**src/rtl/sb_rx_pkg.sv**
```systemverilog
// Shared types and header field layout for the sideband RX message path.
package sb_rx_pkg;

  typedef enum logic [2:0] {
    ST_IDLE,
    ST_HUNT,
    ST_GEN,
    ST_ADPT,
    ST_RDI,
    ST_HDR,
    ST_DATA
  } sb_rx_state_t;

  localparam logic [63:0] SB_PATTERN   = 64'hAAAA_AAAA_AAAA_AAAA;
  localparam logic [4:0]  OPC_MSG_DATA = 5'b11011;
  localparam logic [3:0]  SUBCODE_RSP  = 4'hA;
  localparam logic [3:0]  LTSM_RESET   = 4'h0;

  localparam int OPC_MSB = 4;
  localparam int OPC_LSB = 0;
  localparam int MSG_MSB = 21;
  localparam int MSG_LSB = 18;
  localparam int SUB_MSB = 17;
  localparam int SUB_LSB = 14;
  localparam int DST_MSB = 58;
  localparam int DST_LSB = 56;
  localparam int DP_BIT  = 63;

  // Header parity covers everything below the data-parity bit.
  function automatic logic hdr_parity_ok(input logic [63:0] d);
    return ~^d[DP_BIT-1:0];
  endfunction

endpackage

```
**src/rtl/sb_rx_pattern_det.sv**
```systemverilog
// Combinational clock-pattern detector; shared with the TX loopback checker.
module sb_rx_pattern_det
  import sb_rx_pkg::*;
(
  input  logic [63:0] data,
  output logic        is_pattern
);

  // Alternating pattern: every bit equals the one two positions above, MSB set.
  assign is_pattern = data[DP_BIT] & (data[DP_BIT-2:0] == data[DP_BIT:2]);

endmodule

```
**src/rtl/sb_rx_msg_ctrl.sv**
```systemverilog
// Sideband RX message controller: pattern lock, word classification, decoder
// sequencing with timeout, and a saturating parity/timeout error counter.
module sb_rx_msg_ctrl
  import sb_rx_pkg::*;
#(
  parameter int PATTERN_REPS = 2,
  parameter int DATA_WORDS   = 1,
  parameter int DEC_TIMEOUT  = 64,
  parameter int ERR_CW       = 8
) (
  input  logic              i_clk,
  input  logic              i_rst_n,
  input  logic              i_de_ser_done,
  input  logic [63:0]       i_deser_data,
  input  logic [3:0]        i_state,
  input  logic              i_header_valid,
  input  logic              i_rdi_valid,
  input  logic              i_data_valid,
  output logic              o_de_ser_done_sampled,
  output logic              o_rx_sb_start_pattern,
  output logic              o_rx_sb_pattern_samp_done,
  output logic              o_header_enable,
  output logic              o_rdi_enable,
  output logic              o_data_enable,
  output logic [2:0]        o_data_word_idx,
  output logic              o_adapter_enable,
  output logic              o_msg_valid,
  output logic              o_rx_rsp_delivered,
  output logic              o_parity_error,
  output logic              o_timeout_error,
  output logic [ERR_CW-1:0] o_err_count
);

  localparam int REP_W = $clog2(PATTERN_REPS + 1);
  localparam int TMO_W = $clog2(DEC_TIMEOUT);

  sb_rx_state_t      state;
  logic [REP_W-1:0]  rep_cnt;
  logic [3:0]        word_cnt;
  logic [TMO_W-1:0]  tmo_cnt;
  logic              dp;

  logic              is_pattern;
  logic [4:0]        opcode;
  logic [3:0]        msgcode;
  logic [3:0]        subcode;
  logic              adapter_dst;
  logic              hdr_par_ok;
  logic              data_par_ok;
  logic              tmo_hit;
  logic              words_done;
  logic              ltsm_reset;
  logic [ERR_CW-1:0] err_count_inc;

  sb_rx_pattern_det u_pattern_det (
    .data       (i_deser_data),
    .is_pattern (is_pattern)
  );

  assign opcode        = i_deser_data[OPC_MSB:OPC_LSB];
  assign msgcode       = i_deser_data[MSG_MSB:MSG_LSB];
  assign subcode       = i_deser_data[SUB_MSB:SUB_LSB];
  assign adapter_dst   = i_deser_data[DST_LSB];
  assign hdr_par_ok    = hdr_parity_ok(i_deser_data);
  assign data_par_ok   = ~^{i_deser_data, dp};
  assign tmo_hit       = (tmo_cnt == TMO_W'(DEC_TIMEOUT - 1));
  assign words_done    = (word_cnt == 4'(DATA_WORDS));
  assign ltsm_reset    = (i_state == LTSM_RESET);
  assign err_count_inc = (&o_err_count) ? o_err_count : o_err_count + 1'b1;

  always_ff @(posedge i_clk or negedge i_rst_n) begin
    if (!i_rst_n) begin
      state                     <= ST_IDLE;
      rep_cnt                   <= '0;
      word_cnt                  <= '0;
      tmo_cnt                   <= '0;
      dp                        <= 1'b0;
      o_de_ser_done_sampled     <= 1'b0;
      o_rx_sb_start_pattern     <= 1'b0;
      o_rx_sb_pattern_samp_done <= 1'b0;
      o_header_enable           <= 1'b0;
      o_rdi_enable              <= 1'b0;
      o_data_enable             <= 1'b0;
      o_data_word_idx           <= '0;
      o_adapter_enable          <= 1'b0;
      o_msg_valid               <= 1'b0;
      o_rx_rsp_delivered        <= 1'b0;
      o_parity_error            <= 1'b0;
      o_timeout_error           <= 1'b0;
      o_err_count               <= '0;
    end else begin
      o_de_ser_done_sampled     <= i_de_ser_done;
      o_rx_sb_start_pattern     <= 1'b0;
      o_rx_sb_pattern_samp_done <= 1'b0;
      o_header_enable           <= 1'b0;
      o_rdi_enable              <= 1'b0;
      o_data_enable             <= 1'b0;
      o_adapter_enable          <= 1'b0;
      o_msg_valid               <= 1'b0;
      o_rx_rsp_delivered        <= 1'b0;
      o_parity_error            <= 1'b0;
      o_timeout_error           <= 1'b0;

      // LTSM falling back to RESET drops any message in flight silently.
      if (ltsm_reset && (state inside {ST_GEN, ST_RDI, ST_HDR, ST_DATA})) begin
        state    <= ST_IDLE;
        rep_cnt  <= '0;
        word_cnt <= '0;
        tmo_cnt  <= '0;
        dp       <= 1'b0;
      end else begin
        case (state)
          ST_IDLE: begin
            if (i_de_ser_done && is_pattern) begin
              o_rx_sb_start_pattern <= ltsm_reset;
              if (PATTERN_REPS == 1) begin
                state                     <= ST_GEN;
                o_rx_sb_pattern_samp_done <= 1'b1;
              end else begin
                state   <= ST_HUNT;
                rep_cnt <= REP_W'(1);
              end
            end
          end

          ST_HUNT: begin
            if (i_de_ser_done) begin
              if (!is_pattern) begin
                rep_cnt <= REP_W'(1);
              end else if (rep_cnt == REP_W'(PATTERN_REPS - 1)) begin
                state                     <= ST_GEN;
                rep_cnt                   <= '0;
                o_rx_sb_pattern_samp_done <= 1'b1;
              end else begin
                rep_cnt <= rep_cnt + 1'b1;
              end
            end
          end

          ST_GEN: begin
            if (i_de_ser_done && !is_pattern) begin
              if (adapter_dst) begin
                state            <= ST_ADPT;
                o_adapter_enable <= 1'b1;
              end else if (!hdr_par_ok) begin
                o_parity_error <= 1'b1;
                o_err_count    <= err_count_inc;
              end else if (msgcode == 4'h0) begin
                state        <= ST_RDI;
                tmo_cnt      <= '0;
                o_rdi_enable <= 1'b1;
              end else begin
                state              <= ST_HDR;
                tmo_cnt            <= '0;
                dp                 <= i_deser_data[DP_BIT];
                o_header_enable    <= 1'b1;
                o_rx_rsp_delivered <= (subcode == SUBCODE_RSP);
              end
            end
          end

          ST_ADPT: state <= ST_GEN;

          ST_RDI: begin
            if (i_rdi_valid) begin
              state       <= ST_GEN;
              o_msg_valid <= 1'b1;
            end else if (tmo_hit) begin
              state           <= ST_GEN;
              o_timeout_error <= 1'b1;
              o_err_count     <= err_count_inc;
            end else begin
              tmo_cnt <= tmo_cnt + 1'b1;
            end
          end

          ST_HDR: begin
            if (i_header_valid) begin
              if (opcode == OPC_MSG_DATA) begin
                state    <= ST_DATA;
                word_cnt <= '0;
                tmo_cnt  <= '0;
              end else begin
                state       <= ST_GEN;
                o_msg_valid <= 1'b1;
              end
            end else if (tmo_hit) begin
              state           <= ST_GEN;
              o_timeout_error <= 1'b1;
              o_err_count     <= err_count_inc;
            end else begin
              tmo_cnt <= tmo_cnt + 1'b1;
            end
          end

          ST_DATA: begin
            // Valids and accepted words are evaluated ahead of the timeout.
            if (words_done && i_data_valid) begin
              state       <= ST_GEN;
              o_msg_valid <= 1'b1;
            end else if (!words_done && i_de_ser_done) begin
              if (data_par_ok) begin
                o_data_enable   <= 1'b1;
                o_data_word_idx <= word_cnt[2:0];
                word_cnt        <= word_cnt + 4'd1;
                tmo_cnt         <= '0;
              end else begin
                state          <= ST_GEN;
                o_parity_error <= 1'b1;
                o_err_count    <= err_count_inc;
              end
            end else if (tmo_hit) begin
              state           <= ST_GEN;
              o_timeout_error <= 1'b1;
              o_err_count     <= err_count_inc;
            end else begin
              tmo_cnt <= tmo_cnt + 1'b1;
            end
          end

          default: state <= ST_IDLE;
        endcase
      end
    end
  end

endmodule
```
**config.mk**
```make
export PLATFORM = sky130hd
export DESIGN_NAME = sb_rx_msg_ctrl
export DESIGN_NICKNAME = d
export VERILOG_FILES = /design/src/rtl/sb_rx_pkg.sv /design/src/rtl/sb_rx_pattern_det.sv /design/src/rtl/sb_rx_msg_ctrl.sv
export SDC_FILE = /design/constraint.sdc
export NUM_CORES = 1
export LEC_CHECK = 0
export ABC_AREA = 1
export CORE_MARGIN = 1.5
export CORE_UTILIZATION = 40
export CTS_CLUSTER_DIAMETER = 60
export DETAILED_ROUTE_END_ITERATION = 7
export PLACE_DENSITY_LB_ADDON = 0.15
export SLEW_MARGIN = 30
export SYNTH_ARGS = -nofsm -noshare
export SYNTH_HDL_FRONTEND = slang
export SYNTH_HIERARCHICAL = 1
export SYNTH_SLANG_ARGS = --single-unit
export TNS_END_PERCENT = 5
```
**constraint.sdc**
```tcl
create_clock -name i_clk -period 2.43 [get_ports i_clk]
set_clock_uncertainty 0.2 [all_clocks]
set_input_delay 0.6075 -clock i_clk [delete_from_list [all_inputs] [get_ports i_clk]]
set_output_delay 0.6075 -clock i_clk [all_outputs]
set_load 0.1 [all_outputs]
```
# Word-level counts from Yosys, hierarchy flattened
# Index checks and enable logic that the tools add are counted.
[op_classes]
n_addsub = 4
n_eq_ne = 38
n_mux = 115
n_bitwise = 3
reduce_logical = 27
[ops]
columns = ["operator", "n"]
rows = [
  ["$mux 8", 10],
  ["$mux 6", 11],
  ["$reduce_xnor 65->1", 1],
  ["$reduce_xnor 63->1", 1],
  ["$eq 62x62->1", 1],
  ["$mux 1", 60],
  ["$mux 3", 15],
  ["$pmux 8 s4", 1],
  ["$mux 4", 6],
  ["$pmux 6 s4", 1],
  ["$pmux 3 s7", 1],
  ["$ne 3x3->1 const B", 6],
  ["$reduce_and 8->1", 2],
  ["$ne 3x2->1 const B", 5],
  ["$ne 2x2->1 const B", 6],
  ["$mux 2", 5],
  ["$reduce_and 5->1", 2],
  ["$eq 3x3->1 const B", 3],
  ["$ne 3x1->1 const B", 3],
  ["$reduce_and 9->1", 1],
  ["$add 8x1->8 const B", 1],
  ["$logic_not 4->1", 2],
  ["$pmux 4 s2", 1],
  ["$reduce_and 7->1", 1],
  ["29 further kinds", 41],
]
[totals]
register_bits = 38
inputBits = 74
elab_cells = 205

# Depth between registers and ports, before layout
# Gate-level depths: netlist of the first run.
[logic_depth]
word_depth = 7
depth_mapped = 22
ltp_nobuf = 22

# Modules after synthesis
# The synthesis of the first run kept the hierarchy.
[by_module_without_submodules]
columns = ["mod", "instances", "cells_per_inst", "area_per_inst_um2"]
rows = [
  ["sb_rx_msg_ctrl", 1, 982, 5300.1],
  ["sb_rx_pattern_det", 1, 134, 559.3],
]

# Least setup slack after synthesis of the first run
# OpenSTA, ideal clock, no wires.
[synth_timing]
path_kind = "reg-to-reg"
startpoint = "register o_err_count[0]"
endpoint = "register o_err_count[4]"
setup_time_ns = 0.067
arrival_ns = 2.586
slack_ns = -0.423
path_stages_with_launch = 14
period_less_slack_ns = 2.853
path_cell_list = "dfrtp_1 ha_1 nand2_1 inv_1 nand3_1 inv_1 nor2_1 nand2_1 xor2_1 a21oi_1 or2_1 nand3_1 nand2_1 nand2_1"
[synth_between]
elab_chain_len = 6
[synth_rtl]
columns = ["item", "line_no", "text"]
rows = [
  ["from (decl)", "sb_rx_msg_ctrl.sv:31", "output logic [ERR_CW-1:0] o_err_count"],
  ["from (signal assigned)", "sb_rx_msg_ctrl.sv:147", "o_err_count <= err_count_inc;"],
  ["from (signal assigned)", "sb_rx_msg_ctrl.sv:171", "o_err_count <= err_count_inc;"],
  ["from (signal assigned)", "sb_rx_msg_ctrl.sv:190", "o_err_count <= err_count_inc;"],
  ["$add 8x1->8 or $reduce_and 8->1 (tied branches)", "sb_rx_msg_ctrl.sv:69", "assign err_count_inc = (&o_err_count) ? o_err_count : o_err_count + 1'b1;"],
  ["$mux 8 (*)", "sb_rx_msg_ctrl.sv:69", ""],
  ["$mux 8, on equally long branches", "--", ""],
  ["$mux 8, on equally long branches", "sb_rx_msg_ctrl.sv:201, sb_rx_msg_ctrl.sv:142", ""],
  ["$mux 8, on equally long branches", "sb_rx_msg_ctrl.sv:198, sb_rx_msg_ctrl.sv:141", ""],
  ["$pmux 8 s4 (*)", "sb_rx_msg_ctrl.sv:112", "case (state)"],
]
# Mark *: on every way between the ends. The rest lies on a longest branch, timed or not. The select of a mux whose other input is x is not followed.
# A chain may end at the register's enable or synchronous reset.

# Final worst setup path of the first run
[layout_timing]
startpoint = "input port i_deser_data[13]"
endpoint = "register o_err_count[5]"
[layout_between]
elab_chain_len = 6
[layout_rtl]
columns = ["item", "line_no", "text"]
rows = [
  ["from (decl)", "sb_rx_msg_ctrl.sv:14", "input logic [63:0] i_deser_data,"],
  ["$eq 62x62->1", "sb_rx_pattern_det.sv:10", "assign is_pattern = data[DP_BIT] & (data[DP_BIT-2:0] == data[DP_BIT:2]);"],
  ["$and 1x1->1", "sb_rx_pattern_det.sv:10", ""],
  ["$logic_not 1->1", "sb_rx_msg_ctrl.sv:141", "if (i_de_ser_done && !is_pattern) begin"],
  ["$logic_and 1x1->1", "sb_rx_msg_ctrl.sv:141", ""],
  ["$ne 2x1->1 (no line)", "--", ""],
  ["$reduce_and 9->1 (no line) (*)", "--", ""],
]
# Mark *: on every way between the ends. The rest lies on a longest branch, timed or not.

==> results, run 1 <==
- The run finished, with violations left.
- The checks that failed: negative setup slack.
- The count of endpoints failing setup in the final report is 21.
- By area the synthesized netlist is led by sky130_fd_sc_hd__nand2_1 35%, sky130_fd_sc_hd__dfrtp_1 16%, sky130_fd_sc_hd__nor2_1 7.5%, sky130_fd_sc_hd__inv_1 7.4%, sky130_fd_sc_hd__xnor2_1 5.2%.
- Hold timing on the final database bottoms out at a slack of a little under 0.07 ns.
- The total DRC errors in the routed layout is 0.
- The worst min-delay path class is in2async.
- With fillers left out, the area of the finished cells amounts to 8940 sq um.
- The arrival time of data at the critical path endpoint is 2.50 ns.
- Of the total power, the share spent switching nets is 0.501.
- Setup repair after global routing could not meet its margin everywhere.
- The met1 wire length is between 7000 and 8000 microns.
- The worst ir drop on vdd is 0.409 mV.
- In this run the deepest clock path goes through 2 buffers.
- The clock drives 38 sinks.
- The buffer and inverter count on the worst path is 3.
- The count of final max-slew check failures came to 0.
- The tree is rooted in a sky130_fd_sc_hd__clkbuf_16.
- The number of inserted filler cells in the final layout is 1410.
- After synthesis the netlist holds a flip-flop and latch count of 38.
- The count of buffers added on input and output ports is between 90 and 100.
- The vias per cell is around 4.7.
- The first-pass GRT wire length is between 20000 and 30000 microns.
- At the pin with the least slew margin, the transition time is 0.494 ns.
- Yosys printed 6 warnings.
- Of the synthesized area, sequential elements account for 0.162.
- The headroom to the max-slew limit is 0.668.
- The worst setup slack after layout is -0.0469 ns.
- The utilization after layout is 0.620.
- The category of the critical setup timing path is in2reg.
- Once detail routing completed, the nets flagged for antenna violations numbered 0.
- Traced cell by cell, the critical path runs through clkdlybuf4s15_2 > buf_6 > xor2_1 > nand2_1 > nand2_1 > nand3_1 > nand2_1 > nand2_1 > nand2_1 > nand2_1 > nand2_2 > nand2_4 > buf_6 > nand2_8 > nor2_4 > nor2_4 > nand2_1 > nand2_1.
- The total met3 wirelength after detailed routing is 543 microns.
- The share of total power in combinational logic is 0.662.
- In this run the mean area of a mapped cell was 5.25 sq um.
- By instance count, the cell type seen most on the critical path is sky130_fd_sc_hd__nand2_1.
- The largest net degree at the start of global routing is 22.
- The multi-input combinational cells in the finished layout cover a total of around 5200 sq um.
- Counting the buffers created by CTS gives 5.
- The worst register-to-register path ends at o_err_count[4]$_DFFE_PN0P_.
- The cell with the largest stage delay on the worst path is sky130_fd_sc_hd__xor2_1.
- The final layout contains roughly 1400 nets.
- The first detailed-routing pass ran for 5 iterations.
- The cell type group with the largest total delay on the critical path is simple AND/OR/NAND/NOR gates.
- The first element of the critical path is i_deser_data[13].
- The routed design has 17200 microns of wire.
- The area of the core is about 14000 sq um.
- 96 I/O pins were placed.
- After synthesis, the netlist uses 38 different library cells.
- The smallest clock period supported by the final layout is computed as about 2.5 ns.
- The worst-path maximum fanout is 8.
- The highest metal layer used by the detailed router is met4.
- The die area is about 15000 sq um.
- Counting cells, the worst reg-to-reg path comes to 13.
- The maximum cell stage delay along the critical path is roughly 0.25 ns.
- Global routing finished with a remaining overflow of 0.
- The worst setup slack after placement is -0.936 ns.
- The netlist area before placement is 5860 sq um.
- The violation count after the first detailed-route iteration is approximately 240.
- Dividing total power by cell area gives a power density of ~500 nW/um^2.
- The detail-routed net length per standard cell is about 11 microns.
- For this run, the top clock speed supported by timing is a little over 400 MHz.
- The top-area cell type share of the netlist area is 0.355.
- Of the total power, the clock network draws 0.150.
- In the detailed route, the total length drawn on met2 is ~8400 microns.
- The hold violation total from the final report is 0.
- The total placed instance area is around 7800 sq um.
- The die is roughly 120 microns wide.
- After floorplanning, the core was divided into 44 placement rows.
- The element type at the critical path end is a flop.
- The startpoint identified for the worst register-to-register timing path is o_err_count[0]$_DFFE_PN0P_.
- The sequential share of power is 0.188.
- The startpoint type of the worst setup path is an input pin.
- The most common library cell in the layout ignoring fill and taps is sky130_fd_sc_hd__nand2_1.
- The initial antenna violation count came to 0.
- The floorplan die height is around 120 microns.
- The initial standard-cell utilization of the core is 0.406.
- The sequential standard cell area is roughly 970 sq um.
- The half-perimeter wire length after detailed placement is 13100 microns.
- For this design the total switching power over the nets is 2.25 mW.
- Leaving out fill and tap cells, the most frequent cells in the layout are 469 x sky130_fd_sc_hd__nand2_1, 112 x sky130_fd_sc_hd__buf_4, 94 x sky130_fd_sc_hd__inv_1.
- The final period utilization is 1.02.
- The via total after detailed routing is approximately 7000.
- CTS built an H-tree with a depth of 2.
- The internal power is about 2.2 mW.
- TritonCTS built the clock tree.
- In the synthesized netlist, the number of instances is between 1000 and 1500.
- The endpoint required time on the critical path is between 2 and 2.5 ns.
- The biggest area consumer among synthesized cells is sky130_fd_sc_hd__nand2_1.
- The ratio of cells with drive above 1 in the final layout is 0.343.
- Clock-pin slew was measured on the worst setup and hold paths at 0.06 ns.
- The via count of the first global-routing pass is 6444.
- At the later pin of the worst-skew pair, clock insertion delay measures between 0.2 and 0.3 ns.
- The post-synthesis net count is 1200.
- The layout overhead on the synthesized area is 52.6%.
- The total global-route track usage is 0.221.
- The number of hold buffers added after CTS was 0.
- The design draws approximately 4.5 mW.
- 0 antenna diodes ended up in the layout.
- The max-capacitance violation count is 0.
- The register-to-register path setup slack is ~0.080 ns.
- The final weighted congestion of routability-driven global placement is 0.861.
- In this run the static leakage power is 4.87 nW.
how the worst max path moves through the flow:
stage / to / slack, ns / cells past startpoint
after global routing: o_err_count[7]$_DFFE_PN0P_ / -0.19 / 18
after CTS: tmo_cnt[2]$_DFFE_PN0P_ / -0.04 / 22
after global placement: tmo_cnt[4]$_DFFE_PN0P_ / -0.90 / 20
final: o_err_count[5]$_DFFE_PN0P_ / -0.05 / 18
after floorplan: o_err_count[7]$_DFFE_PN0P_ / 0.005 / 21
after detailed placement: tmo_cnt[0]$_DFFE_PN0P_ / -0.94 / 20
timing repair:
action / 4_1_cts / 5_1_grt
pin swaps: 83 / 110
setup buffers: 11 / 5
gates resized for setup: 365 / 191
cloned: 1 / 0
endpoints found under the hold margin: 0 / 0
endpoints found under the setup margin: 35 / 32
registers in the layout, summed over array words and instances, names as in the netlist:
register / cells
dp: 1
o_adapter_enable: 1
o_data_enable: 1
o_data_word_idx: 3
o_de_ser_done_sampled: 1
o_err_count: 8
o_header_enable: 1
o_msg_valid: 1
o_parity_error: 1
o_rdi_enable: 1
o_rx_rsp_delivered: 1
o_rx_sb_pattern_samp_done: 1
o_rx_sb_start_pattern: 1
o_timeout_error: 1
rep_cnt: 2
state: 3
tmo_cnt: 6
word_cnt: 4
per-layer routing:
| metal | vias up | GRT usage |
|---|---|---|
| li1 | 3834 | - |
| met1 | 3168 | 0.287 |
| met2 | 122 | 0.393 |
| met3 | 21 | 0.0247 |
| met4 | 0 | 0.0476 |
| met5 | - | 0 |
power groups by stage:
stage	registers, mW	logic, mW	clock network, mW
detailed placement	0.847	2.52	0
floorplan	1.17	1.41	0
finish	0.842	2.97	0.672
global placement	0.846	2.50	0
global route	0.857	3.28	0.704
CTS	0.838	2.69	0.679
cell families after synthesis:
group / count (synthesis) / share of synthesized area
adders and majority gates: 10 / 0.0214
DFF: 38 / 0.162
and+or+nand+nor: 788 / 0.551
xor gates and xnor gates: 69 / 0.103
buffers and inverters: 152 / 0.101
AOI/OAI and AO/OA: 59 / 0.0609
through the flow:
stage,std cells,setup TNS (ns)
final,1513,-0.508
after detailed placement,1489,-25.95
after floorplan,1116,0
after global placement,1489,-25.37
after global routing,1513,-4.05
after CTS,1509,-0.247
synthesized netlist by cell type:
cell type and instances:
sky130_fd_sc_hd__o31ai_1 2, sky130_fd_sc_hd__o32ai_1 1, sky130_fd_sc_hd__o21ai_4 1, sky130_fd_sc_hd__ha_1 10, sky130_fd_sc_hd__a21boi_0 2, sky130_fd_sc_hd__buf_4 3, sky130_fd_sc_hd__nand3_2 1, sky130_fd_sc_hd__nand2_1 554
sky130_fd_sc_hd__o21ai_1 10, sky130_fd_sc_hd__or2_2 1, sky130_fd_sc_hd__inv_1 116, sky130_fd_sc_hd__a221oi_2 1, sky130_fd_sc_hd__nand3_4 1, sky130_fd_sc_hd__o21ai_0 17, sky130_fd_sc_hd__xor2_1 34, sky130_fd_sc_hd__a21oi_1 13
sky130_fd_sc_hd__o211ai_1 4, sky130_fd_sc_hd__nand2_4 2, sky130_fd_sc_hd__nor3_1 14, sky130_fd_sc_hd__nor2_2 4, sky130_fd_sc_hd__or2_1 1, sky130_fd_sc_hd__a211oi_1 3, sky130_fd_sc_hd__nor2_4 5, sky130_fd_sc_hd__dfrtp_1 38
sky130_fd_sc_hd__buf_2 10, sky130_fd_sc_hd__nor2_1 117, sky130_fd_sc_hd__nand4_2 1, sky130_fd_sc_hd__nand4_1 5, sky130_fd_sc_hd__nand3_1 60, sky130_fd_sc_hd__inv_2 22, sky130_fd_sc_hd__and3_1 1, sky130_fd_sc_hd__o21ai_2 1
sky130_fd_sc_hd__nand2_2 7, sky130_fd_sc_hd__a31oi_1 4, sky130_fd_sc_hd__nand3b_1 11, sky130_fd_sc_hd__clkbuf_1 1, sky130_fd_sc_hd__xnor2_1 35, sky130_fd_sc_hd__nor4_1 3
area by class of cell:
class	instances	area share
well taps	184	0.0257
clock inverters	1	0.000560
repair buffers	219	0.209
multi-input cells	926	0.581
flip-flops and latches	38	0.108
inverters	138	0.0596
clock buffers	7	0.0160
Note: power is estimated with default switching activity, not from simulation.
==> run 2, diff against run 1 <==
Settings changed: SETUP_SLACK_MARGIN set to 0.05, SKIP_LAST_GASP set to 1.
==> results, run 2 (synthesis gave the netlist of run 1 again) <==
- The die area is 15400 sq um (unchanged).
- The via total after detailed routing is 6988 (-2.2%).
- The worst setup slack after layout is -0.164 ns (-0.117 ns).
- The number of placed I/O pins is 96 (unchanged).
- The ratio of cells with drive above 1 in the final layout is 0.251 (-0.0922).
- The total DRC errors in the routed layout is 0 (unchanged).
- The count of endpoints failing setup in the final report was 24 (+14%).
- The worst ir drop on vdd is 0.361 mV (-12%).
- The first-pass GRT wire length was 26900 microns (-2.9%).
- Grouping stages by cell kind, the critical path spends the most delay in simple AND/OR/NAND/NOR gates.
- The flow ran to the end, but the final reports show violations.
- The number of buffers added by the clock tree synthesis step is 5 (unchanged).
- The power per unit of standard cell area is 502 nW/um^2 (about the same).
- The hold violation total from the final report is 0 (unchanged).
- The number of buffers between clock root and the deepest sink is 2 (unchanged).
- The buffer and inverter count on the worst path is 4 (+1).
- The worst-path maximum fanout is 7 (-1).
- o_err_count holds more flip-flops than any other register.
- The initial antenna violation count is 0 (unchanged).
- The most common library cell in the layout ignoring fill and taps is sky130_fd_sc_hd__nand2_1.
- The arrival time of data at the critical path endpoint is 2.62 ns (+0.12 ns).
- The post-layout minimum cycle time is 2.59 ns (+0.117 ns).
- The headroom to the max-slew limit was 0.694 (+0.0255).
- The via count of the first global-routing pass is 6272 (-2.7%).
- The static leakage is 4.72 nW (-3.1%).
- From synthesis to final layout, the design area changed by 43.0%.
- The count of input and output buffers is 95 (unchanged).
- The clock tree from TritonCTS is yes.
- The final weighted congestion of routability-driven global placement is 0.901 (+4.7%).
- The number of standard-cell rows in the floorplan is 44 (unchanged).
- The total global-route track usage is 0.213 (-0.00732).
- The max-capacitance violation count was 0 (unchanged).
- The root buffer cell chosen for the clock tree is sky130_fd_sc_hd__clkbuf_16.
- The insertion delay of the later-clocked pin in the worst-skew pair came to 0.28 ns (about the same).
- The number of flip-flops under the largest register name came to 8 (unchanged).
- The slew at the pin with the worst max-slew slack is 0.458 ns (-0.0362 ns).
- The area of the core is 14400 sq um (unchanged).
- The number of diodes added for antenna fixing is 0 (unchanged).
- The worst setup slack after placement was -0.934 ns (+0.00294 ns).
- The achievable clock frequency is 385 MHz (-4.5%).
- The count of final max-slew check failures is 0 (unchanged).
- The first-pass iteration count of the detailed router is 5 (unchanged).
- The startpoint type of the worst setup path is an input pin.
- The half-perimeter wire length after detailed placement is 13300 microns (+1.7%).
- The endpoint required time on the critical path is 2.45 ns (about the same).
- The final period utilization came to 1.07 (+0.0482).
- The largest net degree at the start of global routing is 19 (-14%).
- The initial standard-cell utilization of the core is 0.406 (unchanged).
- The category of the critical setup timing path is in2reg.
- The signal on the critical path passes through dlygate4sd2_1 > nand3b_1 > nand2_2 > nand2_1 > nor2_1 > nand2_1 > nor2_2 > nor2_2 > inv_2 > nand2_2 > nor2_2 > a31oi_1 > nand3_1 > a221oi_2 > nand2_2 > inv_4 > buf_4 > nand3_1 > nand2_1.
- The H-tree depth was 2 (unchanged).
- The number of standard cells in the final layout excluding fillers was 1511 (-0.13%).
- Setup repair after global routing could not meet its margin everywhere.
- The vias per cell is 4.62 (-2.1%).
- The detail-routed net length per standard cell was 10.7 microns (-5.8%).
- The count of clock tree sinks is 38 (unchanged).
- The number of inserted filler cells in the final layout is 1478 (+4.8%).
- The utilization after layout came to 0.581 (-0.0388).
- The leftover overflow at the end of global routing came to 0 (unchanged).
- The violation count after the first detailed-route iteration came to 244 (+3.4%).
- The number of nets with antenna violations after detailed routing is 0 (unchanged).
- In this run the worst hold path is classified as in2async.
- The library cells used most frequently in the layout, excluding fill and tap cells, are 517 x sky130_fd_sc_hd__nand2_1, 111 x sky130_fd_sc_hd__buf_4, 106 x sky130_fd_sc_hd__inv_1.
- The width of the die is 124 microns (unchanged).
- In the final layout, the registers with the most flip-flops are o_err_count (8), tmo_cnt (6), word_cnt (4).
- The checks that failed: negative setup slack.
- The clock transition at the registers of the reported paths was 0.05 ns (about the same).
- The sum of routed wire length over all layers is 16200 microns (-6.0%).
- The number of nets in the layout came to 1410 (-0.14%).
- The number of placed cells counting well taps is 1498 (+0.60%).
- Among all stages on the critical path, the largest delay is contributed by sky130_fd_sc_hd__dlygate4sd2_1.
- The element type at the critical path end is a flop.
- The floorplan die height was 124 microns (unchanged).
- The maximum cell stage delay along the critical path is 0.28 ns (+0.03 ns).
[run 2: changes by cell type in the layout (fill, tap and decap cells not counted), sizes merged]
cell           previous run  this run
clkinv                    2         1
buf                     201       169
clkdlybuf4s15             6        29
inv                     137       138
clkbuf                   11        10
dlygate4sd2               0         8
[run 2: path summary, 6_finish.rpt]
| check | slack (ns) | cells after the start | start | to |
|---|---|---|---|---|
| setup / recovery | -0.16 | 19 | i_deser_data[6] | tmo_cnt[3]$_DFFE_PN0P_ |
| hold / removal | 0.05 | 1 | i_rst_n | o_timeout_error$_DFF_PN0_ |
| setup reg to reg | 0.05 | 12 | tmo_cnt[1]$_DFFE_PN0P_ | o_err_count[3]$_DFFE_PN0P_ |
| hold reg to reg | 0.29 | 2 | o_data_word_idx[2]$_DFFE_PN0P_ | o_data_word_idx[2]$_DFFE_PN0P_ |
| max in group asynchronous | 1.42 | 2 | i_rst_n | o_err_count[1]$_DFFE_PN0P_ |
| min in group i_clk | 0.29 | 2 | o_data_word_idx[2]$_DFFE_PN0P_ | o_data_word_idx[2]$_DFFE_PN0P_ |
[run 2: cell type report]
type                       instances  area (sq um)  area share
multi-input combinational        926          4700       0.561
timing repair buffer             217          1810       0.216
sequential                        38           966       0.115
clock inverter                     1          5.00    0.000597
clock buffer                       7           143      0.0170
tap                              184           230      0.0275
inverter                         138           533      0.0636
[run 2: where the power goes]
part,switching [mW],total [mW],internal (mW)
combinational,1.74,2.71,0.969
sequential,0.0996,0.838,0.738
clock,0.251,0.658,0.407
[run 2: repair_timing]
action	CTS	global route
setup buffers	2	3
hold buffers	0	0
resized for setup	285	18
endpoints found under the setup margin	35	32
pin swaps	64	7
[run 2: metrics by stage]
step	hold WS, ns	setup TNS, ns	total power, mW	cell area [sq um]
final	0.0464	-1.71	4.21	8380
after global routing	0.0781	-7.80	4.57	8380
after CTS	0.0564	-0.714	4.20	8360
after detailed placement	0.283	-26.53	3.39	7880
after global placement	0.277	-25.37	3.36	7880
after floorplan	0.112	0	2.58	5950
[run 2: layer usage]
metal | track usage | share of wire
met1 | 0.286 | 0.49
met2 | 0.379 | 0.47
met3 | 0.0183 | 0.033
met4 | 0.0341 | 0.0078
met5 | 0 | 0
==> run 3, diff against run 2 <==
Settings changed: SKIP_LAST_GASP 1 to not set.
==> results, run 3 (synthesis gave the netlist of run 1 again) <==
- The final weighted congestion of routability-driven global placement is 0.901 (unchanged).
- Setup repair after global routing could not meet its margin everywhere.
- The worst hold slack is 0.0417 ns (-0.00470 ns).
- The first-pass iteration count of the detailed router is 4 (-1).
- The count of clock tree sinks is 38 (unchanged).
- The area of the core is 14400 sq um (unchanged).
- The critical path in this run is classified as in2reg.
- The post-layout minimum cycle time is 2.53 ns (-0.0603 ns).
- The number of flip-flops under the largest register name is 8 (unchanged).
- The width of the die was 124 microns (unchanged).
- The initial standard-cell utilization of the core is 0.406 (unchanged).
- The half-perimeter wire length after detailed placement was 13300 microns (unchanged).
- The number of buffers between clock root and the deepest sink is 2 (unchanged).
- The element type at the critical path end is a flop.
- The cell with the largest stage delay on the worst path is sky130_fd_sc_hd__ha_4.
- The worst-path maximum fanout is 8 (+1).
- The achievable clock frequency is 395 MHz (+2.4%).
- The most common library cell in the layout ignoring fill and taps is sky130_fd_sc_hd__nand2_1.
- The leftover overflow at the end of global routing is 0 (unchanged).
- The register with the most flip-flops in the final layout is o_err_count.
- The headroom to the max-slew limit is 0.699 (+0.00591).
- The arrival time of data at the critical path endpoint is 2.55 ns (-0.07 ns).
- The initial antenna violation count is 0 (unchanged).
- The hold violation total from the final report is 0 (unchanged).
- The total global-route track usage is 0.214 (+0.000407).
- The sum of routed wire length over all layers is 16500 microns (+1.9%).
- The worst setup slack after layout was -0.104 ns (+0.0603 ns).
- The insertion delay of the later-clocked pin in the worst-skew pair is 0.28 ns (about the same).
- The register-to-register path setup slack is 0.04 ns (about the same).
- The via count of the first global-routing pass is 6282 (+0.16%).
- The number of nets with antenna violations after detailed routing is 0 (unchanged).
- The static leakage is 4.75 nW (+0.68%).
- The H-tree depth is 2 (unchanged).
- The slew at the pin with the worst max-slew slack is 0.449 ns (-0.00883 ns).
- The most numerous cell type found on the critical path is sky130_fd_sc_hd__nand2_2.
- The startpoint identified for the worst register-to-register timing path is tmo_cnt[1]$_DFFE_PN0P_.
- The detail-routed net length per standard cell came to 10.9 microns (+2.0%).
- In the layout the commonest cells are 492 x sky130_fd_sc_hd__nand2_1, 108 x sky130_fd_sc_hd__buf_4, 101 x sky130_fd_sc_hd__nor2_1.
- The count of final max-slew check failures is 0 (unchanged).
- The number of buffers added by the clock tree synthesis step is 5 (unchanged).
- The worst min-delay path class is in2async.
- The largest net degree at the start of global routing is 19 (unchanged).
- The vias per cell is 4.65 (+0.61%).
- The critical register-to-register path endpoint is o_err_count[3]$_DFFE_PN0P_.
- The checks that failed: negative setup slack.
- The worst ir drop on vdd is 0.364 mV (+0.87%).
- The cell type group with the largest total delay on the critical path is simple AND/OR/NAND/NOR gates.
- The area growth from synthesis to layout is 45.1%.
- The post-route cell area was 8500 sq um (+1.4%).
- The total placed instance area is 7880 sq um (unchanged).
- TritonCTS built the clock tree.
- The number of placed I/O pins is 96 (unchanged).
- The worst setup slack after placement was -0.934 ns (unchanged).
- The number of diodes added for antenna fixing came to 0 (unchanged).
- The largest registers in the layout are o_err_count (8), tmo_cnt (6), word_cnt (4).
- The buffer and inverter count on the worst path is 4 (unchanged).
- The power per unit of standard cell area came to 507 nW/um^2 (+1.1%).
- The endpoint required time on the critical path was 2.45 ns (about the same).
- The utilization after layout was 0.590 (+0.00841).
- The number of nets in the layout was 1408 (-0.14%).
- The count of input and output buffers is 95 (unchanged).
- The depth of the worst register-to-register path is 12 (unchanged).
- The die area is 15400 sq um (unchanged).
- The clock tree root driver cell is sky130_fd_sc_hd__clkbuf_16.
- The number of inserted filler cells in the final layout is 1460 (-1.2%).
- The number of standard-cell rows in the floorplan is 44 (unchanged).
- The first-pass GRT wire length is 27000 microns (+0.18%).
- The startpoint type of the worst setup path is an input pin.
- The max-capacitance violation count came to 0 (unchanged).
- The maximum cell stage delay along the critical path was 0.27 ns (about the same).
- The clock transition at the registers of the reported paths is 0.06 ns (about the same).
- The floorplan die height is 124 microns (unchanged).
- The critical path goes through buf_4 > ha_4 > inv_2 > nand2_2 > nand2_1 > nand2_2 > nand3_2 > nand2_2 > inv_1 > nand2_1 > nand2_2 > nand2_2 > inv_2 > nor2_4 > nand2_2 > nand2_2 > o21ai_4 > nor2_4 > nand2_1 > nand2_1.
- The count of endpoints failing setup in the final report was 14 (-42%).
- The total DRC errors in the routed layout is 0 (unchanged).
- The run finished, with violations left.
- The violation count after the first detailed-route iteration came to 280 (+15%).
- The final period utilization is 1.04 (-0.0248).
- The via total after detailed routing was 7021 (+0.47%).
- The ratio of cells with drive above 1 in the final layout is 0.300 (+0.0494).
## run 3: cell types whose count changed in the layout (fill, tap and decap cells not counted), sizes merged
cell,before,now
clkbuf,10,31
buf,169,173
dlygate4sd2,8,1
clkdlybuf4s15,29,9
## run 3: area by class of cell
type	instances	area (sq um)	area share
multi-input combinational	926	4880	0.574
timing repair buffer	215	1740	0.205
sequential	38	966	0.114
inverter	138	541	0.0636
tap	184	230	0.0271
clock buffer	7	143	0.0168
clock inverter	1	5.00	0.000589
## run 3: timing repair
action | 4_1_cts | 5_1_grt
endpoints found under the setup margin | 35 | 32
resized for setup | 296 | 127
hold buffers | 0 | 0
cloned | 0 | 0
pin swaps | 70 | 62
setup buffers | 2 | 3
endpoints found under the hold margin | 0 | 0
## run 3: worst max path at each step
stage	from	endpoint	slack, ns	cells past startpoint
after detailed placement	i_deser_data[2]	tmo_cnt[5]$_DFFE_PN0P_	-0.93	23
after global placement	i_deser_data[8]	tmo_cnt[4]$_DFFE_PN0P_	-0.88	20
after CTS	i_deser_data[16]	o_err_count[5]$_DFFE_PN0P_	-0.05	23
final	i_deser_data[17]	o_err_count[5]$_DFFE_PN0P_	-0.10	20
after global routing	i_deser_data[17]	o_err_count[5]$_DFFE_PN0P_	-0.25	21
after floorplan	i_deser_data[2]	o_err_count[7]$_DFFE_PN0P_	0.02	21
## run 3: worst reg2reg max path, cell delays in order, from the launching register on
cell and delay [ns]:
sky130_fd_sc_hd__dfrtp_1 0.41, sky130_fd_sc_hd__ha_1 0.22, sky130_fd_sc_hd__nand3_1 0.11, sky130_fd_sc_hd__nor2_1 0.14, sky130_fd_sc_hd__inv_1 0.07, sky130_fd_sc_hd__nor2_1 0.12
sky130_fd_sc_hd__inv_1 0.19, sky130_fd_sc_hd__o21ai_0 0.35, sky130_fd_sc_hd__nand2_1 0.09, sky130_fd_sc_hd__o211ai_1 0.11, sky130_fd_sc_hd__o211ai_1 0.12, sky130_fd_sc_hd__nand2_1 0.09
sky130_fd_sc_hd__nand2_1 0.05
## run 3: per-layer routing
layer | vias to the layer above | track usage | wire length (microns)
met5 | - | 0 | 0
met4 | 0 | 0.0341 | 89
met3 | 9 | 0.0183 | 505
met2 | 99 | 0.379 | 7890
met1 | 3086 | 0.287 | 8030
li1 | 3827 | - | -
## run 3: stage by stage
step                      TNS, ns  cells  total power, mW
after floorplan                 0   1116             2.58
after global placement     -25.37   1498             3.36
after detailed placement   -26.53   1498             3.39
after CTS                  -0.588   1508             4.20
after global routing        -4.53   1509             4.67
final                       -1.20   1509             4.31
## run 3: report_power, final
group / internal, mW / switching (mW) / leakage, nW
Combinational: 1.01 / 1.80 / 4.18
Sequential: 0.738 / 0.104 / 0.499
Clock: 0.407 / 0.255 / 0.0739
